==> src/rtl/fb_pkg.sv <==
// Shared frame-buffer constants, types and the blitter state encoding.
`timescale 1ns/1ps
package fb_pkg;
  localparam int FB_W     = 320;
  localparam int FB_H     = 240;
  localparam int FB_DEPTH = FB_W * FB_H;

  // Duplicate black palette entry reserved as the transparent key.
  localparam logic [7:0] TRANSP_IDX = 8'd16;

  typedef logic [18:0] fb_addr_t;
  typedef logic [7:0]  color_idx_t;

  typedef enum logic [1:0] {
    IDLE  = 2'd0,
    RUN   = 2'd1,
    FLUSH = 2'd2,
    DONE  = 2'd3
  } blit_state_t;
endpackage

==> src/rtl/sprite_blitter_if.sv <==
// Request, sprite-ROM read and frameRAM write signals of the sprite blitter.
`timescale 1ns/1ps
interface sprite_blitter_if;
  import fb_pkg::*;

  // Handshake: start is a level sampled on any edge where the blitter is
  // IDLE; busy covers RUN and FLUSH, and done pulses one cycle afterwards.
  logic        start;
  logic [9:0]  spr_x;
  logic [9:0]  spr_y;
  logic [15:0] spr_base;
  logic [15:0] rom_addr;
  color_idx_t  rom_data;
  logic        fb_we;
  fb_addr_t    fb_addr;
  color_idx_t  fb_data;
  logic        busy;
  logic        done;
  blit_state_t state;

  modport master (
    output start, spr_x, spr_y, spr_base, rom_data,
    input  rom_addr, fb_we, fb_addr, fb_data, busy, done, state
  );

  modport slave (
    input  start, spr_x, spr_y, spr_base, rom_data,
    output rom_addr, fb_we, fb_addr, fb_data, busy, done, state
  );
endinterface

==> src/rtl/blit_addr_gen.sv <==
// Sprite pixel walker: col/row counters, sprite-ROM address and the
// registered destination coordinates with on-screen flag.
`timescale 1ns/1ps
module blit_addr_gen
  import fb_pkg::*;
#(
  parameter int SPR_W = 32,
  parameter int SPR_H = 32
) (
  input  logic        clk,
  input  logic        rst,
  input  logic        load,
  input  logic        advance,
  input  logic [9:0]  x,
  input  logic [9:0]  y,
  input  logic [15:0] base,
  output logic [15:0] rom_addr,
  output logic        last,
  output logic [10:0] dx,
  output logic [10:0] dy,
  output logic        on
);
  localparam int COL_W = $clog2(SPR_W);
  localparam int ROW_W = $clog2(SPR_H);

  logic [COL_W-1:0] col;
  logic [ROW_W-1:0] row;
  logic [9:0]       x_q;
  logic [9:0]       y_q;
  logic [15:0]      base_q;
  logic [10:0]      dx_next;
  logic [10:0]      dy_next;
  logic             col_last;

  assign col_last = (col == COL_W'(SPR_W - 1));
  assign last     = col_last && (row == ROW_W'(SPR_H - 1));

  // Address wraps modulo 2^16 and is parked at zero outside RUN.
  assign rom_addr = advance ? (base_q + 16'(row) * 16'(SPR_W) + 16'(col)) : 16'd0;

  assign dx_next = 11'(x_q) + 11'(col);
  assign dy_next = 11'(y_q) + 11'(row);

  always_ff @(posedge clk) begin
    if (rst) begin
      col    <= '0;
      row    <= '0;
      x_q    <= '0;
      y_q    <= '0;
      base_q <= '0;
      dx     <= '0;
      dy     <= '0;
      on     <= 1'b0;
    end else if (load) begin
      col    <= '0;
      row    <= '0;
      x_q    <= x;
      y_q    <= y;
      base_q <= base;
    end else if (advance) begin
      dx <= dx_next;
      dy <= dy_next;
      on <= (dx_next < 11'(FB_W)) && (dy_next < 11'(FB_H));
      if (col_last) begin
        col <= '0;
        row <= row + 1'b1;
      end else begin
        col <= col + 1'b1;
      end
    end
  end
endmodule

==> src/rtl/sprite_blitter.sv <==
// Copies a sprite from ROM into the frameRAM with transparency and
// right/bottom clipping, one pixel per cycle.
`timescale 1ns/1ps
module sprite_blitter
  import fb_pkg::*;
#(
  parameter int SPR_W = 32,
  parameter int SPR_H = 32
) (
  input logic             Clk,
  input logic             Reset,
  sprite_blitter_if.slave bus
);
  blit_state_t state;
  logic        busy_q;
  logic        done_q;
  logic        pv;
  logic        load;
  logic        advance;
  logic        last;
  logic [10:0] dx;
  logic [10:0] dy;
  logic        on;

  assign load    = (state == IDLE) && bus.start;
  assign advance = (state == RUN);

  blit_addr_gen #(
    .SPR_W (SPR_W),
    .SPR_H (SPR_H)
  ) u_addr_gen (
    .clk      (Clk),
    .rst      (Reset),
    .load     (load),
    .advance  (advance),
    .x        (bus.spr_x),
    .y        (bus.spr_y),
    .base     (bus.spr_base),
    .rom_addr (bus.rom_addr),
    .last     (last),
    .dx       (dx),
    .dy       (dy),
    .on       (on)
  );

  always_ff @(posedge Clk) begin
    if (Reset) begin
      state  <= IDLE;
      busy_q <= 1'b0;
      done_q <= 1'b0;
      pv     <= 1'b0;
    end else begin
      // Stage-1 valid follows RUN; FLUSH exists only to drain this slot.
      pv <= advance;
      case (state)
        IDLE: begin
          if (bus.start) begin
            state  <= RUN;
            busy_q <= 1'b1;
          end
        end
        RUN: begin
          if (last) state <= FLUSH;
        end
        FLUSH: begin
          state  <= DONE;
          busy_q <= 1'b0;
          done_q <= 1'b1;
        end
        DONE: begin
          state  <= IDLE;
          done_q <= 1'b0;
        end
        default: begin
          state  <= IDLE;
          busy_q <= 1'b0;
          done_q <= 1'b0;
        end
      endcase
    end
  end

  // Write stage: ROM data arrives one cycle after its address, aligned with pv.
  assign bus.fb_we   = pv && on && (bus.rom_data != TRANSP_IDX);
  assign bus.fb_addr = fb_addr_t'(19'(dy) * 19'(FB_W) + 19'(dx));
  assign bus.fb_data = pv ? bus.rom_data : '0;
  assign bus.busy    = busy_q;
  assign bus.done    = done_q;
  assign bus.state   = state;
endmodule
==> src/flat_wrapper.sv <==
// flat-port wrapper written by rule: the top's interface ports become plain ports
module sprite_blitter_flat import fb_pkg::*;
#(
  parameter int SPR_W = 32,
  parameter int SPR_H = 32
)
  (Clk, Reset, bus_start, bus_spr_x, bus_spr_y, bus_spr_base, bus_rom_data, bus_rom_addr, bus_fb_we, bus_fb_addr, bus_fb_data, bus_busy, bus_done, bus_state);
  sprite_blitter_if bus_i ();
  input logic Clk;
  input logic Reset;
  input wire logic [$bits(bus_i.start)-1:0] bus_start;
  input wire logic [$bits(bus_i.spr_x)-1:0] bus_spr_x;
  input wire logic [$bits(bus_i.spr_y)-1:0] bus_spr_y;
  input wire logic [$bits(bus_i.spr_base)-1:0] bus_spr_base;
  input wire logic [$bits(bus_i.rom_data)-1:0] bus_rom_data;
  output wire logic [$bits(bus_i.rom_addr)-1:0] bus_rom_addr;
  output wire logic [$bits(bus_i.fb_we)-1:0] bus_fb_we;
  output wire logic [$bits(bus_i.fb_addr)-1:0] bus_fb_addr;
  output wire logic [$bits(bus_i.fb_data)-1:0] bus_fb_data;
  output wire logic [$bits(bus_i.busy)-1:0] bus_busy;
  output wire logic [$bits(bus_i.done)-1:0] bus_done;
  output wire logic [$bits(bus_i.state)-1:0] bus_state;
  assign bus_i.start = bus_start;
  assign bus_i.spr_x = bus_spr_x;
  assign bus_i.spr_y = bus_spr_y;
  assign bus_i.spr_base = bus_spr_base;
  assign bus_i.rom_data = bus_rom_data;
  assign bus_rom_addr = bus_i.rom_addr;
  assign bus_fb_we = bus_i.fb_we;
  assign bus_fb_addr = bus_i.fb_addr;
  assign bus_fb_data = bus_i.fb_data;
  assign bus_busy = bus_i.busy;
  assign bus_done = bus_i.done;
  assign bus_state = bus_i.state;
  sprite_blitter #(.SPR_W(SPR_W), .SPR_H(SPR_H)) u_core (.Clk(Clk), .Reset(Reset), .bus(bus_i));
endmodule
==> config.mk <==
export PLATFORM = sky130hd
export DESIGN_NAME = sprite_blitter_flat
export DESIGN_NICKNAME = d
export VERILOG_FILES = /design/src/rtl/fb_pkg.sv /design/src/rtl/sprite_blitter_if.sv /design/src/rtl/blit_addr_gen.sv /design/src/rtl/sprite_blitter.sv /design/src/flat_wrapper.sv
export SDC_FILE = /design/constraint.sdc
export NUM_CORES = 1
export LEC_CHECK = 0
export ABC_AREA = 1
export BUFFER_PORTS_ARGS = -buffer_cell sky130_fd_sc_hd__buf_2
export CORE_UTILIZATION = 60
export DETAILED_ROUTE_END_ITERATION = 16
export HOLD_SLACK_MARGIN = 0.15
export PLACE_DENSITY = 0.87
export SLEW_MARGIN = 0
export SYNTH_ARGS = -nofsm -noshare
export SYNTH_HDL_FRONTEND = slang
export SYNTH_SLANG_ARGS = --single-unit
==> constraint.sdc <==
create_clock -name Clk -period 6.4 [get_ports Clk]
set_clock_uncertainty 0.2 [all_clocks]
set_input_delay 0.96 -clock Clk [delete_from_list [all_inputs] [get_ports Clk]]
set_output_delay 0.96 -clock Clk [all_outputs]
set_load 0.02 [all_outputs]
# Word level (Yosys, flattened, before mapping)
# Cells that the tools add are included.
# word_totals
regBits,74
elab_cells,53
output_inout_bits,48
# op_classes
eq_ne,8
n_bitwise,1
muxes,9
n_reduce_logical,13
multipliers,1
magnitude_cmp,2
add_sub_neg,7
# op_table
op,count
10-bit by 5-bit adder with 11-bit output,2
19-bit by 11-bit adder with 19-bit output,1
16-bit by 10-bit adder with 16-bit output,1
16-bit by 5-bit adder with 16-bit output,1
16-bit two-way mux,1
"11-bit by 3-bit multiplier with 13-bit output, second input constant",1
"11-bit by 8-bit less-than comparator with 1-bit output, second input constant",1
"11-bit by 9-bit less-than comparator with 1-bit output, second input constant",1
"5-bit by 1-bit adder with 5-bit output, second input constant",2
"5-bit == test, second input constant",2
8-bit two-way mux,1
"8-bit by 5-bit != test with 1-bit output, second input constant",1
2-bit one-hot mux with 4 select lines,1
2-bit AND reduction,4
1-bit logical AND,5
5-bit two-way mux,1
"2-bit == test, second input constant",2
2-bit two-way mux,2
1-bit one-hot mux with 2 select lines,2
2-bit nonzero test,2
"2-bit by 1-bit == test with 1-bit output, second input constant",1
2-bit zero test,1
"2-bit by 1-bit != test with 1-bit output, second input constant",1
"2-bit != test, second input constant",1
other kinds (3),3

# Logic depth before layout (Yosys ltp)
# Gate-level depths: netlist of the first run.
# logic_depth
word_depth,4
mapped_depth,15
ltp_nobuf,15

# Cells and area by module
# A second synthesis of the first run with hierarchy kept.
# unflattened
hier_cells,790
area_unflattened_um2,5212.5
# modules_own_cells
mod,area_per_inst_um2,seq_area_each_um2,n_inst,cells_each
blit_addr_gen,3895.0,1381.3,1,576
sprite_blitter,1317.5,100.1,1,214

# Worst setup path after synthesis of the first run
# Ideal clock, no wire load.
# synth_path
path_kind,register to output
start,reg u_core.u_addr_gen.dy[1]
end,out bus_fb_addr[15]
stages_incl_launch_ff,15
arrival_ps,2597
setup_slack_ps,2643
required_time_ps,5240
cell_sequence,dfxtp_1 > ha_1 > ha_1 > inv_1 > fa_1 > inv_1 > ha_1 > nand2_1 > inv_1 > nand4_1 > nand3_1 > nand3_2 > nor2_2 > nand2_1 > xnor2_1
# synth_via
elab_chain_len,2
# synth_lines
item,line_no,rtl
from (decl),blit_addr_gen.sv:20,"output logic [10:0] dy,"
from (signal assigned),blit_addr_gen.sv:62,dy <= dy_next;
11-bit by 3-bit multiplier with 13-bit output,sprite_blitter.sv:85,assign bus.fb_addr = fb_addr_t'(19'(dy) * 19'(FB_W) + 19'(dx));
19-bit by 11-bit adder with 19-bit output,sprite_blitter.sv:85,
to (decl),flat_wrapper.sv:18,output wire logic [$bits(bus_i.fb_addr)-1:0] bus_fb_addr;
# No other way between the ends.

# Final worst setup path of the first run
# Ends and elaborated chain as after synthesis.

==> flow_metrics.tcl, run 1 <==
set metrics [dict create \
    worstMarginPinSlew_ns 0.830 \
    netlist-cell-type-count 40 \
    numCtsBuffers 9 \
    grt_max_degree 52 \
    finalHoldViolations 0 \
    gp_congestion 0.950 \
    ioPinCount 95 \
    place_area_sq_um 5630 \
    synth_xor_area_frac 0.0461 \
    post_cts_resized 0 \
    hold_slack_ns 0.293 \
    crit_type "reg -> out" \
    die_h_um 94.4 \
    vias_per_cell 5.41 \
    period_share 0.666 \
    initial_core_util 0.621 \
    critPathLaunchType "flop" \
    setup_tns_ns 0 \
    yosys.area_share.simple 0.267 \
    vias 5130 \
    fmaxAchievable_mhz 235 \
    critPathMaxStageDelay_ns 0.49 \
    synth_top_family_by_area "simple AND/OR/NAND/NOR gates" \
    synth_area_leaders "dfxtp_1 29%, ha_1 12%, nand2_1 11%" \
    grt_pass1_vias 4835 \
    netlist_area_sq_um 5130 \
    maxSlewViolCount 0 \
    synthAdderAreaFrac 0.144 \
    area_delta_synth_final_pct 14.5 \
    dp_cells 932 \
    max-vdd-ir-drop_mv 0.207 \
    synthCells 757 \
    outcome "finished, final reports clean" \
    path_clk_slew_ns 0.08 \
    cp.required_ns 5.24 \
    cts_root_buf "clkbuf_8" \
    min_period_ns 4.26 \
    yosysWarnings 0 \
    synth_seq_cells 74 \
    rsz0062_at_grt "false" \
    synth_edf_count 0 \
    drt_wl_total_mm 12.3 \
    worst_hold_path_type "reg -> reg" \
    avgSynthCellArea_sq_um 6.77 \
    finalSetupViolations 0 \
    layout.nets 941 \
    ant_nets 0 \
    cts_tree "yes" \
    p_leak_nw 3.19 \
    firstDrtPassIters 5 \
    antenna_found_initial 0 \
    grt_pass1_wl_mm 20.4 \
    dp_hpwl_mm 9.08 \
    htree_levels 3 \
    clk_latency_ns 0.35 \
    core_area_sq_um 8260 \
    num_rows 33 \
    drt-wirelength-per-cell_um 13.0 \
    synth_compound_area_frac 0.160 \
    ys_async_sr_fraction 0 \
    crit_chain "ha_1 -> ha_1 -> inv_1 -> fa_1 -> inv_1 -> ha_1 -> nand2_1 -> inv_1 -> nand4_1 -> nand3_1 -> nand3_2 -> nor2_2 -> nand2_1 -> xnor2_1 -> buf_2" \
    synth_area_leader_cell "dfxtp_1" \
    grt_overflow 0 \
    ff2ff_path_depth 8 \
    maxCapViolCount 0 \
    antenna_cells 0 \
    synth_nets 860 \
    cts_buffer_depth 2 \
    dieArea_sq_um 8920 \
    slowest_stage "fa_1" \
    clock_sinks 74 \
    cp.arrival_ns 3.10 \
    end_kind "output pin" \
    dieWidth_um 94.4 \
    fin_cells 948 \
    postLayoutCellArea_sq_um 5870 \
    synth_flop_cell "dfxtp_1" \
    cts_setup_buffers 0 \
    fillers 672 \
    synth_sequential_area_ratio 0.289 \
    slew_headroom 0.443 \
    hold_depth 2 \
    detail_route.iter0.violations 213 \
    synthMuxAreaShare 0 \
    critPathMaxFanout 4 \
    yosysTopAreaCellShare 0.289 \
    power_density_nw_per_um2 408 \
    grt_usage 0.290 \
    drc 0 \
    drive_gt1_frac 0.147 \
    cts_hold_buf 0 \
    portBuffers 94 \
    fin_util 0.711 \
]
cell usage after synthesis, types with 4 or more instances:
library cell and n:
a21oi_1 52, a31oi_1 5, buf_4 6, clkbuf_1 18, clkinv_1 4, dfxtp_1 74, fa_1 5, ha_1 51
inv_1 88, nand2_1 145, nand3_1 41, nand4_1 9, nor2_1 114, nor3_1 9, o211ai_1 4, o21ai_0 72
xnor2_1 11, xor2_1 16
sequential cells by signal, indices dropped and copies added, names as in the netlist, 2 cells and up:
name,cells
u_core.u_addr_gen.dy,11
u_core.u_addr_gen.x_q,10
u_core.u_addr_gen.col,5
u_core.u_addr_gen.row,5
u_core.u_addr_gen.y_q,10
u_core.bus.state,2
u_core.u_addr_gen.base_q,16
u_core.u_addr_gen.dx,11
per-layer routing:
metal	global-route usage	vias up	wire, um
met5	0	-	0
met4	0.145	0	353
met3	0.0419	33	525
met2	0.537	138	6270
met1	0.320	2329	5180
li1	-	2630	-
layout by cell type, fill, tap and decap left out, types with 3 or more instances in the layout:
cell / Yosys / routed
a21boi_0: 3 / 3
a21o_1: 3 / 3
a21oi_1: 52 / 52
a31oi_1: 5 / 5
buf_2: 1 / 94
buf_4: 6 / 3
bufinv_16: 0 / 3
clkbuf_8: 0 / 10
clkinv_1: 4 / 4
dfxtp_1: 74 / 74
fa_1: 5 / 5
ha_1: 51 / 51
inv_1: 88 / 88
nand2_1: 145 / 145
nand3_1: 41 / 41
nand4_1: 9 / 9
nor2_1: 114 / 114
nor3_1: 9 / 9
o211ai_1: 4 / 4
o21ai_0: 72 / 72
o21bai_1: 3 / 3
xnor2_1: 11 / 11
xor2_1: 16 / 16
cell type report:
type | instances | area, sq um | share of cell area
inverters | 94 | 353 | 0.0601
well taps | 105 | 131 | 0.0224
clock inverters | 4 | 98.8 | 0.0168
flip-flops and latches | 74 | 1480 | 0.252
repair buffers | 97 | 493 | 0.0840
multi-input cells | 562 | 3170 | 0.540
clock buffers | 12 | 145 | 0.0247
where the power goes:
group	internal, mW	switching (mW)
clock network	0.271	0.181
registers	0.598	0.116
logic	0.435	0.796
path summary, 6_finish.rpt:
kind,slack (ns),from,endpoint
min,0.29,u_core.u_addr_gen.base_q[0]$_SDFFE_PP0P_,u_core.u_addr_gen.base_q[0]$_SDFFE_PP0P_
max reg2reg,3.27,u_core.bus.state[0]$_SDFFE_PP0P_,u_core.u_addr_gen.col[0]$_SDFFE_PP0P_
min reg2reg,0.29,u_core.u_addr_gen.base_q[0]$_SDFFE_PP0P_,u_core.u_addr_gen.base_q[0]$_SDFFE_PP0P_
max,2.14,u_core.u_addr_gen.dy[1]$_SDFFE_PP0P_,bus_fb_addr[15]
per-stage QoR:
| stage | total power [mW] | setup slack (ns) |
|---|---|---|
| global placement | 1.89 | 2.65 |
| finish | 2.40 | 2.14 |
| global route | 2.60 | 1.87 |
| floorplan | 1.63 | 2.64 |
| detailed placement | 1.94 | 2.51 |
| CTS | 2.40 | 2.13 |
cell families after synthesis:
group,count (synthesis)
AND/OR/NAND/NOR,329
AO/OA/AOI/OAI,150
buffers and inverters,121
adder cells (fa/ha/maj),56
flip-flops,74
XOR/XNOR,27
worst max-delay path, delay by kind of cell (launching register included):
kind	cells	cell delay (ns)
AND/OR/NAND/NOR	6	0.61
adder cells (fa/ha/maj)	4	1.31
XOR/XNOR	1	0.12
buffers and inverters	4	0.37
flip-flops	1	0.34
Power figures use the tool's default switching activity.
==> run 2: changes to the inputs <==
Settings changed: ABC_AREA 1 to 0, CORE_UTILIZATION 60 to 51, PLACE_DENSITY 0.87 to 0.8.
Clock period 6.4 ns to 3.75 ns, I/O delays scaled along.
==> flow_metrics.tcl, run 2 <==
set metrics [dict create \
    multi_input_area_sq_um 3320 \
    cp.required_ns 2.99 \
    crit_family "compound AO/OA/AOI/OAI gates" \
    regMostFlops "u_core.u_addr_gen.base_q" \
    yosysWarnings 0 \
    setup_tns_ns -0.242 \
    synth_seq_cells 74 \
    yosys.area_share.simple 0.208 \
    grt_max_degree 42 \
    p_comb_frac 0.489 \
    grt_overflow 0 \
    portBuffers 94 \
    power_frac_clock 0.171 \
    p_int_mw 1.82 \
    critPathMaxStageDelay_ns 0.42 \
    synth_edf_count 0 \
    finalSetupViolations 5 \
    cts_hold_buf 0 \
    maxCapViolCount 0 \
    area_delta_synth_final_pct 20.9 \
    netlist-cell-type-count 50 \
    largest_reg_flops 16 \
    grt_pass1_vias 4413 \
    critPathMaxFanout 4 \
    dp_hpwl_mm 8.50 \
    antenna_cells 0 \
    synth_sequential_area_ratio 0.306 \
    vias 4593 \
    fmaxAchievable_mhz 260 \
    period_share 1.02 \
    outcome "finished, violations left" \
    max-vdd-ir-drop_mv 0.255 \
    worstMarginPinSlew_ns 0.659 \
    drive_gt1_frac 0.227 \
    gp_congestion 0.880 \
    fillers 801 \
    synth_xor_area_frac 0.0669 \
    yosysTopAreaCellShare 0.306 \
    worst_hold_path_type "in -> reg" \
    cts_buffer_depth 2 \
    power_density_nw_per_um2 560 \
    rsz0062_at_grt "true" \
    maxSlewViolCount 0 \
    critPathLaunchType "flop" \
    cp.buffers_inverters 2 \
    drc 0 \
    fin_util 0.634 \
    synth_top_family_by_area "simple AND/OR/NAND/NOR gates" \
    netlist_area_sq_um 4850 \
    synth_area_leader_cell "dfxtp_1" \
    synth_most_common_cell "nand2_1" \
    grt_usage 0.238 \
    crit_start "u_core.u_addr_gen.dy[4]$_SDFFE_PP0P_" \
    final_cell_mix "92 x nand2_1, 88 x buf_2, 71 x dfxtp_1" \
    core_area_sq_um 9240 \
    violations "negative setup slack" \
    clock_sinks 74 \
    timing.final.ws_setup_ns -0.0912 \
    antenna_found_initial 0 \
    ioPinCount 95 \
    power_mw 3.28 \
    pwr-share-seq 0.340 \
    cts_root_buf "clkbuf_8" \
    synth_compound_area_frac 0.193 \
    synthAdderAreaFrac 0.152 \
    slew_headroom 0.560 \
    crit_chain "ha_1 -> ha_1 -> o21ai_0 -> a21oi_2 -> o31ai_2 -> o31ai_2 -> nor4b_4 -> buf_4 -> xor2_1 -> buf_4" \
    drt_wl_total_mm 12.0 \
    synth_nets 714 \
    hold_slack_ns 0.237 \
    crit_type "reg -> out" \
    min_period_ns 3.84 \
    layout.nets 806 \
    synth_common_cells "92 x nand2_1, 74 x dfxtp_1, 66 x nor2_1" \
    dp_worst_setup_slack_ns -0.00229 \
    synth_area_leaders "dfxtp_1 31%, ha_1 13%, nand2_1 7.1%" \
    r2r-start "u_core.u_addr_gen.col[0]$_SDFFE_PP0P_" \
    synth_flop_cell "dfxtp_1" \
    dieArea_sq_um 9900 \
    p_sw_frac 0.444 \
    min_from "bus_spr_x[5]" \
    path_clk_slew_ns 0.08 \
    cp.arrival_ns 3.08 \
    synthCells 611 \
    regArea_sq_um 1490 \
    layout_commonest_cell "nand2_1" \
    num_rows 35 \
    synthMuxAreaShare 0.0268 \
    vias_per_cell 5.49 \
    drt-wirelength-per-cell_um 14.4 \
    htree_levels 3 \
    detail_route.iter0.violations 183 \
    dieWidth_um 99.5 \
    power_switching_mw 1.46 \
    initial_core_util 0.525 \
    firstDrtPassIters 4 \
    die_h_um 99.5 \
    clk_latency_ns 0.36 \
    avgSynthCellArea_sq_um 7.93 \
    ys_async_sr_fraction 0 \
    finalHoldViolations 0 \
    cts_tree "yes" \
    largestRegisters "u_core.u_addr_gen.base_q x16, u_core.u_addr_gen.dx x11, u_core.u_addr_gen.dy x11" \
    ant_nets 0 \
    numCtsBuffers 9 \
    slowest_stage "dfxtp_1" \
    end_kind "output pin" \
    p_leak_nw 2.63 \
    grt_pass1_wl_mm 19.0 \
]
run 2: cell count changes after synthesis, sizes merged, moves of 19 or more:
| cell | delta |
|---|---|
| inv | -65 |
| o21ai | -47 |
| nand3 | -36 |
| a211oi | +19 |
| nor2 | -50 |
| nand2 | -55 |
run 2: cells by family (layout without fill, tap and decap cells):
| group | after synthesis | count (layout) |
|---|---|---|
| buffers and inverters | 55 | 152 |
| xor gates and xnor gates | 37 | 37 |
| DFF | 74 | 74 |
| AOI/OAI and AO/OA | 151 | 151 |
| and+or+nand+nor | 225 | 225 |
| adders and majority gates | 56 | 56 |
| muxes | 13 | 13 |
run 2: worst paths after layout:
check / slack (ns) / depth (start not counted) / to
max: -0.09 / 10 / bus_fb_addr[16]
min: 0.24 / 3 / u_core.u_addr_gen.x_q[5]$_SDFFE_PP0P_
max reg2reg: 0.99 / 8 / u_core.u_addr_gen.on$_SDFFE_PP0P_
min reg2reg: 0.26 / 2 / u_core.u_addr_gen.x_q[3]$_SDFFE_PP0P_
run 2: timing repair:
item | CTS | global route
pin swaps | 6 | 15
resized for setup | 20 | 26
setup endpoints to repair | 4 | 7
setup buffers | 3 | 6
run 2: metrics by stage:
stage	cells	area [sq um]
after global routing	837	5860
final	837	5860
after CTS	831	5700
after floorplan	611	4850
after detailed placement	812	5400
after global placement	812	5400
run 2: final cells by class:
class | count | area share
Multi-Input combinational cell | 482 | 0.567
Tap cell | 129 | 0.0276
Sequential cell | 74 | 0.254
Clock buffer | 9 | 0.0211
Timing Repair Buffer | 111 | 0.105
Inverter | 25 | 0.0160
Clock inverter | 7 | 0.00940
run 2: per-layer routing:
metal  global-route usage  part of all wire  vias to the layer above
met5                    0                 0                        -
met4                0.113             0.026                        0
met3               0.0309             0.039                       27
met2                0.451              0.53                      133
met1                0.262              0.41                     2127
li1                     -                 -                     2306
run 2: tightest hold or removal path, cell delays in order:
cell and delay [ns]:
buf_2 0.09, nand2_1 0.05, a21oi_1 0.05
run 2: power groups by stage:
stage / clock, mW / combinational (mW) / sequential (mW)
final: 0.561 / 1.61 / 1.11
after global routing: 0.611 / 1.77 / 1.14
after CTS: 0.575 / 1.53 / 1.11
after detailed placement: 0 / 1.46 / 1.13
after global placement: 0 / 1.42 / 1.12
after floorplan: 0 / 1.09 / 1.10
